[src/rtl/mux_arb_pkg.sv]
// Shared definitions for the N-to-1 streaming arbiter mux: mode encodings and
// the priority search helper used by the grant logic.
package mux_arb_pkg;

    localparam logic [1:0] MODE_SEL  = 2'd0;
    localparam logic [1:0] MODE_PRIO = 2'd1;
    localparam logic [1:0] MODE_RR   = 2'd2;
    localparam logic [1:0] MODE_OFF  = 2'd3;

    localparam int unsigned MAX_N = 16;
    localparam int unsigned IDXW  = 4;

    // Returns {found, index} of the lowest set bit of v.
    function automatic logic [IDXW:0] first_set(input logic [MAX_N-1:0] v);
        logic [IDXW:0] r;
        r = '0;
        for (int i = MAX_N - 1; i >= 0; i--) begin
            if (v[i]) r = {1'b1, IDXW'(i)};
        end
        return r;
    endfunction

endpackage

[src/rtl/rr_grant.sv]
// Combinational rotating-priority grant: first requester at or after ptr_i,
// wrapping at N-1. Driving ptr_i to zero gives plain lowest-index priority.
module rr_grant
    import mux_arb_pkg::*;
#(
    parameter int unsigned N    = 4,
    parameter int unsigned SELW = $clog2(N)
) (
    input  logic [N-1:0]    req_i,
    input  logic [SELW-1:0] ptr_i,
    output logic            gnt_valid_o,
    output logic [SELW-1:0] gnt_idx_o
);

    logic [2*N-1:0]   dbl;
    logic [2*N-1:0]   rot;
    logic [MAX_N-1:0] win;
    logic [IDXW:0]    hit;
    logic [SELW:0]    sum;

    // Rotate so ptr_i lands at bit 0, search, then rotate the index back modulo N.
    always_comb begin
        dbl          = {req_i, req_i};
        rot          = dbl >> ptr_i;
        win          = '0;
        win[N-1:0]   = rot[N-1:0];
        hit          = first_set(win);
        sum          = (SELW+1)'(ptr_i) + (SELW+1)'(hit[IDXW-1:0]);
        if (sum >= (SELW+1)'(N)) sum = sum - (SELW+1)'(N);
        gnt_valid_o  = hit[IDXW];
        gnt_idx_o    = sum[SELW-1:0];
    end

endmodule

[src/rtl/mux_n1_arb.sv]
// N-to-1 valid/ready channel mux with selectable arbitration (external select,
// fixed priority, round-robin) feeding a single registered output stage.
module mux_n1_arb
    import mux_arb_pkg::*;
#(
    parameter int unsigned N     = 4,
    parameter int unsigned WIDTH = 8,
    parameter int unsigned SELW  = $clog2(N)
) (
    input  logic               clk,
    input  logic               rst,
    input  logic [1:0]         mode_i,
    input  logic [SELW-1:0]    sel_i,
    input  logic [N-1:0]       in_valid_i,
    input  logic [N*WIDTH-1:0] in_data_i,
    output logic [N-1:0]       in_ready_o,
    output logic               out_valid_o,
    output logic [WIDTH-1:0]   out_data_o,
    output logic [SELW-1:0]    out_ch_o,
    input  logic               out_ready_i
);

    localparam int unsigned NPOW = 2 ** SELW;

    logic             out_valid_q, out_valid_d;
    logic [WIDTH-1:0] out_data_q,  out_data_d;
    logic [SELW-1:0]  out_ch_q,    out_ch_d;
    logic [SELW-1:0]  ptr_q,       ptr_d;

    logic [NPOW-1:0]  valid_ext;
    logic [WIDTH-1:0] ch_data [NPOW];
    logic [SELW-1:0]  arb_ptr;
    logic             arb_valid;
    logic [SELW-1:0]  arb_idx;
    logic             gnt_valid;
    logic [SELW-1:0]  gnt_idx;
    logic             load_c;
    logic             xfer_c;
    logic [NPOW-1:0]  rdy_ext;

    // Channel views padded to 2^SELW so out-of-range selects read as idle.
    always_comb begin
        valid_ext = NPOW'(in_valid_i);
        for (int k = 0; k < int'(NPOW); k++) begin
            ch_data[k] = '0;
            if (k < int'(N)) ch_data[k] = in_data_i[k*WIDTH +: WIDTH];
        end
    end

    assign arb_ptr = (mode_i == MODE_PRIO) ? '0 : ptr_q;

    rr_grant #(.N(N), .SELW(SELW)) u_grant (
        .req_i       (in_valid_i),
        .ptr_i       (arb_ptr),
        .gnt_valid_o (arb_valid),
        .gnt_idx_o   (arb_idx)
    );

    // Mode mux: at most one granted channel per cycle.
    always_comb begin
        gnt_valid = 1'b0;
        gnt_idx   = '0;
        case (mode_i)
            MODE_SEL: begin
                gnt_valid = (32'(sel_i) < N) && valid_ext[sel_i];
                gnt_idx   = sel_i;
            end
            MODE_PRIO, MODE_RR: begin
                gnt_valid = arb_valid;
                gnt_idx   = arb_idx;
            end
            default: begin
                gnt_valid = 1'b0;
                gnt_idx   = '0;
            end
        endcase
    end

    // Ready is a pure function of the grant and output-stage occupancy; reset masks it.
    always_comb begin
        load_c  = !out_valid_q || out_ready_i;
        xfer_c  = gnt_valid && load_c && !rst;
        rdy_ext = '0;
        if (xfer_c) rdy_ext[gnt_idx] = 1'b1;
        in_ready_o = rdy_ext[N-1:0];
    end

    always_comb begin
        out_valid_d = out_valid_q;
        out_data_d  = out_data_q;
        out_ch_d    = out_ch_q;
        ptr_d       = ptr_q;
        if (xfer_c) begin
            out_valid_d = 1'b1;
            out_data_d  = ch_data[gnt_idx];
            out_ch_d    = gnt_idx;
            if (mode_i == MODE_RR) begin
                ptr_d = (gnt_idx == SELW'(N - 1)) ? '0 : gnt_idx + SELW'(1);
            end
        end else if (out_ready_i) begin
            out_valid_d = 1'b0;
        end
    end

    always_ff @(posedge clk) begin
        if (rst) begin
            out_valid_q <= 1'b0;
            out_data_q  <= '0;
            out_ch_q    <= '0;
            ptr_q       <= '0;
        end else begin
            out_valid_q <= out_valid_d;
            out_data_q  <= out_data_d;
            out_ch_q    <= out_ch_d;
            ptr_q       <= ptr_d;
        end
    end

    assign out_valid_o = out_valid_q;
    assign out_data_o  = out_data_q;
    assign out_ch_o    = out_ch_q;

endmodule

[config.mk]
export PLATFORM = sky130hd
export DESIGN_NAME = mux_n1_arb
export DESIGN_NICKNAME = d
export VERILOG_FILES = /design/src/rtl/mux_arb_pkg.sv /design/src/rtl/rr_grant.sv /design/src/rtl/mux_n1_arb.sv
export SDC_FILE = /design/constraint.sdc
export NUM_CORES = 1
export LEC_CHECK = 0
export ABC_AREA = 1
export ABC_CLOCK_PERIOD_IN_PS = 6000
export BUFFER_PORTS_ARGS = -buffer_cell sky130_fd_sc_hd__buf_2
export CAP_MARGIN = 30
export CORE_MARGIN = 2
export CORE_UTILIZATION = 30
export CTS_CLUSTER_SIZE = 14
export DETAILED_ROUTE_END_ITERATION = 16
export GPL_ROUTABILITY_DRIVEN = 1
export PLACE_DENSITY_LB_ADDON = 0.12
export REMOVE_ABC_BUFFERS = 1
export SYNTH_ARGS = -nofsm -noshare
export SYNTH_HDL_FRONTEND = slang
export SYNTH_SLANG_ARGS = --single-unit
[constraint.sdc]
create_clock -name clk -period 6 [get_ports clk]
set_clock_uncertainty 0.1 [all_clocks]
set_input_delay 1.2 -clock clk [delete_from_list [all_inputs] [get_ports clk]]
set_output_delay 1.2 -clock clk [all_outputs]
set_load 0.05 [all_outputs]
Yosys cells after proc, flatten, opt, wreduce, memory -nomap -nowiden
Cells that the tools add are included.
{"block": "totals", "ff_bits": 13, "inputBits": 43, "out_inout_bits": 15, "wordCells": 46}
{"block": "classes", "add_sub_neg": 3, "order_cmp": 5, "eq_ne": 3, "shifts": 1, "mux": 19, "bitwise": 1, "reduce_logical": 10}
{"cell": "two-way mux 5 bit", "n": 4}
{"cell": "binary-select mux 8 bit (select 2 bit)", "n": 1}
{"cell": "two-way mux 8 bit", "n": 2}
{"cell": "right shift 8 x 2 -> 4 bit", "n": 1}
{"cell": "greater-or-equal comparator 3 bit, second input constant", "n": 2}
{"cell": "< comparator 2 x 3 -> 1 bit, second input constant", "n": 2}
{"cell": "two-way mux 2 bit", "n": 3}
{"cell": "equality test 2 bit, second input constant", "n": 2}
{"cell": "two-way mux 1 bit", "n": 4}
{"cell": "two-way mux 4 bit", "n": 1}
{"cell": "case mux 2 bit (2 select lines)", "n": 1}
{"cell": "adder 2 x 3 -> 3 bit", "n": 1}
{"cell": "logical AND 1 bit", "n": 3}
{"cell": "NOT 2 -> 3 bit", "n": 1}
{"cell": "adder 2 x 1 -> 2 bit, second input constant", "n": 1}
{"cell": "binary-select mux 1 bit (select 2 bit)", "n": 1}
{"cell": "demux 1 bit (select 2 bit)", "n": 1}
{"cell": "equality test 2 x 1 -> 1 bit, second input constant", "n": 1}
{"cell": "greater-or-equal comparator 2 x 1 -> 1 bit, second input constant", "n": 1}
{"cell": "logical NOT 1 bit", "n": 2}
{"cell": "logical NOT 2 bit", "n": 1}
{"cell": "case mux 1 bit (2 select lines)", "n": 1}
{"cell": "AND reduction 2 bit", "n": 1}
{"cell": "nonzero test 2 bit", "n": 1}
{"cell": "3 further kinds", "n": 3}

Logic depth before layout (Yosys ltp)
{"block": "depth", "depth_word": 16, "depth_mapped": 22, "depth_no_buf": 22}

By module
Synthesis repeated with hierarchy kept, for this count alone.
{"block": "hier_totals", "cells_unflattened": 217, "hier_area_um2": 1286.2}
{"module": "mux_n1_arb", "instances": 1, "cells_each": 182, "area_each_um2": 1121.1}
{"module": "rr_grant", "instances": 1, "cells_each": 35, "area_each_um2": 165.2}

Worst setup path after synthesis
No wires, ideal clock.
{"block": "synth_timing", "kind": "input to output", "start": "in mode_i[1]", "end": "out in_ready_o[3]", "arrival_time_ps": 3893, "t_required_ps": 4700, "slack_ps": 807, "cell_stages": 15, "path_buffers": 1, "cell_sequence": "inv_1 -> ha_1 -> inv_2 -> nand2_4 -> nand2_1 -> nand2_1 -> nand2_1 -> nand2_1 -> a31oi_1 -> nor2_1 -> ha_1 -> a22o_1 -> nand2_2 -> buf_1 -> nor3_1"}
{"block": "synth_via", "elab_chain_len": 16, "word_cells_on_any_way": 24, "cone_classes": "add/sub: 2; order compare: 3; eq/ne: 2; shift: 1; mux: 11; reduce/logical: 5"}
{"element": "start, declared", "line": "mux_n1_arb.sv:12", "rtl": "input logic [1:0] mode_i,"}
{"element": "equality test 2 x 1 -> 1 bit", "line": "mux_n1_arb.sv:50, mux_n1_arb.sv:63"}
{"element": "two-way mux 2 bit", "line": "mux_n1_arb.sv:50", "rtl": "assign arb_ptr = (mode_i == MODE_PRIO) ? '0 : ptr_q;"}
{"element": "right shift 8 x 2 -> 4 bit", "line": "rr_grant.sv:24", "rtl": "rot = dbl >> ptr_i;"}
{"element": "two-way mux 5 bit (4 in a row)", "line": "mux_arb_pkg.sv:18", "rtl": "if (v[i]) r = {1'b1, IDXW'(i)};"}
{"element": "adder 2 x 3 -> 3 bit", "line": "rr_grant.sv:28", "rtl": "sum = (SELW+1)'(ptr_i) + (SELW+1)'(hit[IDXW-1:0]);"}
{"element": "greater-or-equal comparator 3 bit / subtractor 2 x 1 -> 2 bit (equally long branches)", "line": "rr_grant.sv:29", "rtl": "if (sum >= (SELW+1)'(N)) sum = sum - (SELW+1)'(N);"}
{"element": "two-way mux 2 bit", "line": "rr_grant.sv:29"}
{"element": "case mux 2 bit (2 select lines)", "line": "mux_n1_arb.sv:63", "rtl": "case (mode_i)"}
{"element": "< comparator 2 x 3 -> 1 bit (implied by the code) / greater-or-equal comparator 2 x 1 -> 1 bit (equally long branches)", "line": "mux_n1_arb.sv:84", "rtl": "if (xfer_c) rdy_ext[gnt_idx] = 1'b1;"}
{"element": "logical AND 1 bit (implied by the code)", "line": "mux_n1_arb.sv:84"}
{"element": "two-way mux 1 bit (implied by the code)", "line": "mux_n1_arb.sv:84"}
{"element": "demux 1 bit (select 2 bit)", "line": "mux_n1_arb.sv:84"}
{"element": "two-way mux 4 bit (*)", "line": "mux_n1_arb.sv:84"}
{"element": "end, declared", "line": "mux_n1_arb.sv:16", "rtl": "output logic [N-1:0] in_ready_o,"}
Mark *: on every way between the ends. The rest lies on a longest branch, timed or not.

Worst setup path in the final report
{"block": "layout_timing", "start": "in mode_i[1]", "end": "out in_ready_o[0]"}
Same word-level chain as after synthesis.

==> impl_results.md <==
- Outcome: finished clean
- Peak supply drop: 0.0912 mV
- Post-detailed-route count of antenna-violating nets: 0
- Average wire per standard cell: 10.0 microns
- Die Ht: 68.8 microns
- First-pass GRT wire length: 5.40 mm
- Via density: 4.31
- Hold_buf cts: 0
- Hold path cells: 2
- Total number of cells along the worst setup path: 19
- IO buf count: 57
- Antenna diode count: 0
- Fraction of layout cells with a size suffix above 1: 0.267
- Total congestion overflow: 0
- Tightest hold margin: 366 ps
- Number of vias in the routed layout: 1,427
- Finish-stage setup viols: 0
- Relative slew margins: 0.651
- Final cycle utilization of the critical path: 0.851
- Count of warnings emitted by yosys: 0
- First DRT Iteration DRCs: 32
- Clock network latency to the later pin of the worst-skew pair: 240 ps
- Worst Hold Class: register to register
- Total Routed Length: 3.32 mm
- Reg-to-reg startpoint: ptr_q[0]
- Number of antenna violations at the first check in global routing: 0
- Post-synthesis register bit count: 13
- Time the worst path needs with I/O delays and setup: 5110 ps
- Remaining design rule violation count: 0
- Arrival time at the worst endpoint: 3810 ps
- Num rows: 23
- Minimum setup slack among reg-to-reg paths: 3170 ps
- Worst reg2reg path endpoint: out_data_o[2]
- Distinct cell type count of the synthesized netlist: 26
- Power density of the placed cells: 201 nW/um^2
- Critical path origin: mode_i[1]
- Delay-heaviest family, CP: simple AND/OR/NAND/NOR gates
- Number of top-level design ports: 58
- Pins over their slew limit: 0
- Leakage power: 1.01 nW
- Mapped cell area: 1260 sq um
- Number of global-route vias before repair: 1,303
- Nature of the critical path endpoint: primary output
- Biggest fanout along the worst timing path: 11
- Crit-path cells: buf_2 > inv_1 > ha_1 > nor2_4 > inv_1 > nand3_1 > nand2_1 > a31oi_1 > nor2_1 > ha_1 > xor2_1 > nand3_1 > nand3_1 > nand2_2 > nand2_2 > ha_1 > inv_1 > nor2_1 > buf_2
- Standard cell with the maximum stage delay on the critical path: buf_2
- Buffers from clock root to sink, at most: 2
- Actual slew at the worst max-slew pin: 521 ps
- RSZ-0062 raised after global routing: no
- Kind of critical path: primary input to primary output
- Pin count of the biggest net entering global routing: 20
- Worst reg2reg path depth: 18
- Startpoint type of the worst setup path: primary input
- Critical path's largest stage delay: 270 ps
- GRT Total Usage: 0.148
- Cell count after synthesis: 226
- Initial core utilization: 0.313
- Area Overhead vs Synth: 27.9%
- Final HPWL from detailed placement: 2.71 mm
- Filler cell count in the final layout: 473
- Final nets: 331
- Number of buffers and inverters on the critical path: 5
- Clk pin slew, worst setup/hold paths: 60 ps
- Post-CTS resize count: 0
- Max H-tree Level: 1
- Sequential fraction of the synthesis area: 0.206
- Accumulated negative setup slack: 0 ps
- Clock tree root buffer cell: clkbuf_8
- Area of the die: 4740 sq um
- Number of placed instances, taps included: 327
- Non-filler instance count after layout: 331
- Placeable core region: 4030 sq um
- Postcts setup bufs: 0
- Avg Synthesized Cell Area: 5.58 sq um
- Clock tree sinks: 13
- Final count of hold timing violations: 0
- Maximum operating frequency: 196 MHz
- Data required time at the worst endpoint: 4700 ps
- Clock buffer count from CTS: 3
- TritonCTS clock tree: built
- First drt pass iteration count: 4
- Max Cap Viol: 0
- Routability-driven placement congestion ratio: 0.760
- Critical Path Sink: in_ready_o[0]
- Die X-Extent: 68.8 microns
## synthesized netlist by cell type
cell type  number  area (sq um)
nand3_2         2          20.0
clkinv_1        1          3.75
nand3_1        36           180
a31oi_1         1          6.26
nor2_2          1          6.26
xor2_1          1          8.76
nand2_1        95           357
o21ai_0         2          10.0
a21boi_2        1          11.3
inv_1          35           131
a21oi_2         1          8.76
nor2_1          9          33.8
a22o_1          1          8.76
nand2_2         6          37.5
a21oi_1         2          10.0
buf_6           2          22.5
ha_1            6          75.1
a211oi_1        1          7.51
inv_2           1          3.75
buf_4           1          7.51
nor3_1          2          10.0
nor2_4          1          11.3
buf_2           3          15.0
nand2_4         1          11.3
dfxtp_1        13           260
buf_1           1          3.75
## how the worst min path moves through the flow
stage	startpoint	endpoint
after floorplan	ptr_q[1]	ptr_q[1]
after global placement	out_ch_o[0]	out_ch_o[0]
after detailed placement	out_ch_o[0]	out_ch_o[0]
after CTS	out_ch_o[0]	out_ch_o[0]
after global routing	out_data_o[7]	out_data_o[7]
final	out_data_o[3]	out_data_o[3]
## report_power, final
| part | leakage, nW | internal (W) | switching (W) |
|---|---|---|---|
| registers | 0.107 | 0.0000959 | 0.00000452 |
| logic | 0.879 | 0.0000440 | 0.0000990 |
| clock network | 0.0228 | 0.0000470 | 0.0000335 |
| total | 1.01 | 0.000187 | 0.000137 |
## per-stage QoR
step	cell area [sq um]	total power, W	worst slack, ps	utilization
floorplan	1210	0.000204	750	-
global placement	1570	0.000248	965	0.389
detailed placement	1570	0.000247	888	0.389
CTS	1610	0.000329	873	0.400
global route	1610	0.000347	549	0.400
finish	1610	0.000324	893	0.400
## cell type report
class	count	area, sq um	area share
clock buffer	4	45.0	0.0279
inverter	37	139	0.0861
multi-input combinational	169	813	0.504
sequential	13	260	0.161
tap	50	62.6	0.0388
timing repair buffer	58	293	0.182
## logic make-up (layout without fill, tap and decap cells)
logic type / Yosys count / in the layout / share of synthesized area
simple gates: 153 / 153 / 0.529
buf+inv: 44 / 99 / 0.149
flops: 13 / 13 / 0.206
compound gates: 9 / 9 / 0.0496
fa+ha+maj: 6 / 6 / 0.0595
xor+xnor: 1 / 1 / 0.00695
## sequential cells by signal, summed over array words and instances, names as in the netlist
register,count
out_valid_o,1
ptr_q,2
out_data_o,8
out_ch_o,2
## worst register-to-register path: stages, from the launching register on
cell and delay, ps:
dfxtp_1 460, nand2_4 110, nand2_1 90, nand2_1 50, nand2_1 50, nand2_1 80, a31oi_1 150, nor2_1 60
ha_1 280, a22o_1 230, nand2_2 280, clkinv_1 160, buf_4 230, nand2_1 80, nand2_1 50, inv_1 50
nand3_1 70, nand3_1 100, nand2_1 50
## cell usage in the layout (no fill, tap or decap)
cell      netlist  layout
clkbuf_8        0       3
a31oi_1         1       1
a21oi_2         1       1
ha_1            6       6
clkbuf_1        0       1
nor2_2          1       1
a22o_1          1       1
nand2_2         6       6
nand2_1        95      95
nand2_4         1       1
inv_1          35      35
nand3_1        36      36
nand3_2         2       2
clkinv_1        1       1
nor3_1          2       2
inv_2           1       1
a211oi_1        1       1
buf_2           3      57
o21ai_0         2       2
nor2_1          9       9
dfxtp_1        13      13
a21boi_2        1       1
nor2_4          1       1
xor2_1          1       1
a21oi_1         2       2
buf_4           1       1
## per-layer routing
layer | routed length [microns] | global-route usage
met1 | 1480 | 0.168
met2 | 1640 | 0.274
met3 | 172 | 0.0276
met5 | 0 | 0
met4 | 22 | 0.0515
No activity file was read; power rests on OpenSTA's default activity.
